### config.mk
export PLATFORM = sky130hd
export DESIGN_NAME = write_back_buffer
export DESIGN_NICKNAME = d
export VERILOG_FILES = /design/src/rtl/write_back_buffer.sv
export SDC_FILE = /design/constraint.sdc
export NUM_CORES = 1
export LEC_CHECK = 0
export ABC_CLOCK_PERIOD_IN_PS = 6900
export CORE_MARGIN = 3
export CORE_UTILIZATION = 37
export DETAILED_ROUTE_END_ITERATION = 10
export GPL_ROUTABILITY_DRIVEN = 0
export PLACE_DENSITY = 0.63
export SLEW_MARGIN = 20
export SYNTH_ARGS = -nofsm -noshare
export SYNTH_HDL_FRONTEND = slang
export SYNTH_SLANG_ARGS = --single-unit
### constraint.sdc
create_clock -name clk -period 6.9 [get_ports clk]
set_clock_uncertainty 0.2 [all_clocks]
set_input_delay 2.07 -clock clk [delete_from_list [all_inputs] [get_ports clk]]
set_output_delay 2.07 -clock clk [all_outputs]
set_load 0.01 [all_outputs]
### src/rtl/write_back_buffer.sv
// Posted write buffer between the cache write-back port and main memory, with read-miss forwarding.
// Optional build macro WBB_COALESCE_EN merges a write into an already-buffered, non-head entry of the same address.
module write_back_buffer #(
   parameter int ADDR_WIDTH = 32,
   parameter int DATA_WIDTH = 32,
   parameter int DEPTH      = 4
) (
   input  logic                    clk,
   input  logic                    reset,
   input  logic                    memory_write_enable,
   input  logic [ADDR_WIDTH-1:0]   memory_write_address,
   input  logic [DATA_WIDTH-1:0]   memory_write_data,
   output logic                    memory_write_complete,
   output logic                    mem_req,
   output logic [ADDR_WIDTH-1:0]   mem_addr,
   output logic [DATA_WIDTH-1:0]   mem_data,
   input  logic                    mem_ack,
   input  logic [ADDR_WIDTH-1:0]   lookup_address,
   output logic                    lookup_hit,
   output logic [DATA_WIDTH-1:0]   lookup_data,
   output logic                    full,
   output logic                    empty,
   output logic [$clog2(DEPTH):0]  count
);

   localparam int PTR_W = $clog2(DEPTH);
   localparam int CNT_W = PTR_W + 1;

   logic [ADDR_WIDTH-1:0] addrQ [DEPTH];
   logic [DATA_WIDTH-1:0] dataQ [DEPTH];

   logic [PTR_W-1:0] wrPtrQ, wrPtrD;
   logic [PTR_W-1:0] rdPtrQ, rdPtrD;
   logic [CNT_W-1:0] countQ, countD;
   logic             completeQ, completeD;

   logic isFull, isEmpty;
   logic accept, doAlloc, doPop, doCoalesce, coalHit;

   assign isFull  = (countQ == CNT_W'(DEPTH));
   assign isEmpty = (countQ == '0);

`ifdef WBB_COALESCE_EN
   logic [PTR_W-1:0] coalIdx;
   logic [PTR_W-1:0] coalProbe;

   // Newest non-head buffered entry with the incoming address; the head may be mid-transfer so it is never merged into.
   always_comb begin
      coalHit   = 1'b0;
      coalIdx   = rdPtrQ;
      coalProbe = rdPtrQ;
      for (int i = 1; i < DEPTH; i++) begin
         coalProbe = rdPtrQ + PTR_W'(i);
         if ((CNT_W'(i) < countQ) && (addrQ[coalProbe] == memory_write_address)) begin
            coalHit = 1'b1;
            coalIdx = coalProbe;
         end
      end
   end
`else
   assign coalHit = 1'b0;
`endif

   always_comb begin
      accept     = memory_write_enable && !completeQ && (!isFull || coalHit);
      doCoalesce = accept && coalHit;
      doAlloc    = accept && !coalHit;
      doPop      = !isEmpty && mem_ack;

      completeD = accept;
      wrPtrD    = doAlloc ? wrPtrQ + PTR_W'(1) : wrPtrQ;
      rdPtrD    = doPop ? rdPtrQ + PTR_W'(1) : rdPtrQ;
      countD    = countQ;
      if (doAlloc && !doPop) begin
         countD = countQ + CNT_W'(1);
      end else if (!doAlloc && doPop) begin
         countD = countQ - CNT_W'(1);
      end
   end

   always_ff @(posedge clk) begin
      if (reset) begin
         wrPtrQ    <= '0;
         rdPtrQ    <= '0;
         countQ    <= '0;
         completeQ <= 1'b0;
      end else begin
         wrPtrQ    <= wrPtrD;
         rdPtrQ    <= rdPtrD;
         countQ    <= countD;
         completeQ <= completeD;
      end
   end

   // Entry storage needs no reset: validity is derived from the occupancy window starting at rdPtrQ.
   always_ff @(posedge clk) begin
      if (doAlloc) begin
         addrQ[wrPtrQ] <= memory_write_address;
         dataQ[wrPtrQ] <= memory_write_data;
      end
`ifdef WBB_COALESCE_EN
      if (doCoalesce) begin
         dataQ[coalIdx] <= memory_write_data;
      end
`endif
   end

   logic [PTR_W-1:0] lookIdx;

   // Walk from oldest to newest so the last match, the youngest copy, is the one forwarded.
   always_comb begin
      lookup_hit  = 1'b0;
      lookup_data = '0;
      lookIdx     = rdPtrQ;
      for (int i = 0; i < DEPTH; i++) begin
         lookIdx = rdPtrQ + PTR_W'(i);
         if ((CNT_W'(i) < countQ) && (addrQ[lookIdx] == lookup_address)) begin
            lookup_hit  = 1'b1;
            lookup_data = dataQ[lookIdx];
         end
      end
   end

   assign memory_write_complete = completeQ;
   assign mem_req               = !isEmpty;
   assign mem_addr              = isEmpty ? '0 : addrQ[rdPtrQ];
   assign mem_data              = isEmpty ? '0 : dataQ[rdPtrQ];
   assign full                  = isFull;
   assign empty                 = isEmpty;
   assign count                 = countQ;

endmodule

==> flow_summary.json <==
{
  "tightest_slew_ns": 1.07,
  "syn_nets": 1478,
  "peakVddDrop_mv": 0.186,
  "fin_crit_ns": 6.86,
  "syn_area_per_cell_um2": 13.2,
  "place_ws_ns": -0.838,
  "relSlewSlack": 0.283,
  "setup_viol": 0,
  "async_reset_ff_frac": 0,
  "ctsLongestPathBuffers": 3,
  "cts_num_sinks": 266,
  "num_vias": 13783,
  "viasPerCell": 6.07,
  "firstDrtPassIters": 5,
  "grt_antenna_before_repair": 7,
  "total_leakage_power_nw": 7.98,
  "clock_latency_ns": 0.57,
  "start_util": 0.377,
  "cts_buffers": 31,
  "ctsHoldBuffers": 0,
  "area_growth_pct": 27.2,
  "htreeDepth": 1,
  "ant_nets": 0,
  "synth_area_mm2": 0.0181,
  "final_util": 0.479,
  "worstPathRequired_ns": 4.63,
  "yosysTopAreaCellShare": 0.426,
  "cp_slowest_cell": "or4_4",
  "path_buf_inv": 5,
  "cp_slowest_stage_delay_ns": 0.55,
  "timing.fmax_ghz": 0.146,
  "layout.nets": 1736,
  "drv_slew": 0,
  "syn-instance-count": 1369,
  "path_cells": "buf_4, xnor2_2, nand4_1, nor4_2, buf_4, nand4_1, or4_4, buf_12, buf_16, o21ai_2, o22a_1, buf_2",
  "setup_ws_ns": 0.0356,
  "grt_start_max_net_pins": 66,
  "rows": 80,
  "grt_pass1_vias": 13675,
  "clk_pin_slew_ns": 0.06,
  "synth.ff_latch_count": 266,
  "io_pins": 204,
  "drt_iter0_drc": 1493,
  "overflow": 0,
  "cts_tree": "yes",
  "drv_cap": 0,
  "path_max_fanout": 8,
  "rsz0062_at_grt": "false",
  "synth_top_cells_by_area": "edfxtp_1, mux4_2, mux2i_1, o2111ai_1, xnor2_1",
  "die_w_um": 227,
  "power.density_mw_per_mm2": 327,
  "end_kind": "output port",
  "grt_pass1_wl_mm": 87.2,
  "status": "finished clean",
  "critPathLaunchType": "primary input",
  "routed_wl_mm": 59.9,
  "critPathArrivalTime_ns": 4.59,
  "seq_area_frac_synth": 0.437,
  "fin_crit_sh": 0.995,
  "drcViolationCount": 0,
  "core-area_mm2": 0.0479,
  "synth.distinct_cells": 62,
  "synth.most_common_cell": "edfxtp_1",
  "path_class": "in2out",
  "die_area_mm2": 0.0515,
  "synth_top_cell_by_area": "edfxtp_1",
  "ys.flop_type": "edfxtp_1",
  "drive_gt1_frac": 0.302,
  "synth_edf_count": 256,
  "grtUsageTotal": 0.227,
  "hold_viol": 0,
  "portBuffers": 203,
  "yosys_warnings": 0,
  "cp_top_family": "simple AND/OR/NAND/NOR gates",
  "fin_tns_setup_ns": 0,
  "root_buffer": "clkbuf_16",
  "dpl.hpwl_mm": 39.3,
  "synth_commonest_cells": "edfxtp_1, mux4_2, mux2i_1",
  "die_y_um": 227,
  "wl_per_cell_um": 26.4,
  "min-delay-path-class": "reg2reg"
}
-- final cells by class --
type,count,area [µm²]
Fill cell,4134,25000
Timing Repair Buffer,356,3590
Multi-Input combinational cell,927,9560
Clock inverter,21,156
Tap cell,615,769
Antenna cell,4,10.0
Sequential cell,266,7900
Inverter,45,169
Clock buffer,37,798
-- per-layer routing --
| metal | GRT usage | wire length (µm) |
|---|---|---|
| met5 | 0 | 31 |
| met2 | 0.361 | 28100 |
| met1 | 0.313 | 24800 |
| met3 | 0.0397 | 5090 |
| met4 | 0.0821 | 1890 |
-- flip-flops by register name, indices dropped and copies added (netlist names), named ones only --
name / count
addrQ: 128
dataQ: 128
count: 3
rdPtrQ: 2
wrPtrQ: 2
memory_write_complete: 1
-- logic make-up (layout without fill, tap and decap cells) --
family	count (synthesis)	after routing	share of synthesized area
other	0	4	0
AO/OA/AOI/OAI	262	262	0.103
flip-flops	266	266	0.437
multiplexers	292	292	0.273
buffers and inverters	176	459	0.0513
AND/OR/NAND/NOR	247	247	0.0730
adder cells (fa/ha/maj)	9	9	0.00624
XOR/XNOR	117	117	0.0568
-- cells in the final DEF (no fill, tap or decap), types with 18 or more instances in the layout --
master,Yosys,routed
a21oi_1,73,72
and2_1,65,61
and3_1,33,33
buf_12,3,27
buf_2,32,35
buf_4,4,109
clkbuf_16,0,33
clkdlybuf4s50_1,0,138
edfxtp_1,256,256
inv_1,44,44
mux2_2,37,37
mux2i_1,98,98
mux4_2,144,144
nand2_1,48,48
nor2_1,50,50
o2111ai_1,66,60
o21ai_1,2,18
o22a_1,32,32
xnor2_1,63,51
xor2_1,54,53
-- what timing repair did --
action,4_1_cts,5_1_grt
gates cloned,10,2
setup buffers,13,2
setup endpoints to repair,33,33
pin swaps,59,37
gates resized for setup,272,32
-- power breakdown --
| part | switching, W | internal (W) |
|---|---|---|
| sequential | 0.000209 | 0.00198 |
| clock | 0.000676 | 0.000865 |
| combinational | 0.00192 | 0.00185 |
| total | 0.00281 | 0.00469 |
-- worst paths after layout --
kind	endpoint	from	slack, ns	cells past startpoint
worst max-delay path	lookup_data[24]	lookup_address[20]	0.04	12
worst min-delay path	wrPtrQ[1]	wrPtrQ[1]	0.37	2
worst max register to register	dataQ[1][10]	count[0]	3.15	7
worst min register to register	wrPtrQ[1]	wrPtrQ[1]	0.37	2
-- stage by stage --
| stage | area [µm²] | std cells | hold WS [ns] | power, W |
|---|---|---|---|---|
| after floorplan | 18100 | 1369 | 0.314 | 0.00447 |
| after global placement | 21400 | 2184 | 0.329 | 0.00586 |
| after detailed placement | 21400 | 2184 | 0.359 | 0.00589 |
| after CTS | 22800 | 2264 | 0.372 | 0.00749 |
| after global routing | 23000 | 2270 | 0.417 | 0.00784 |
| final | 23000 | 2271 | 0.371 | 0.00750 |
-- tightest hold or removal path, cell delays in order, from the launching register on --
cell	delay (ns)
dfxtp_1	0.34
mux2i_1	0.14
nor2_1	0.05
No activity file was read; power rests on OpenSTA's default activity.
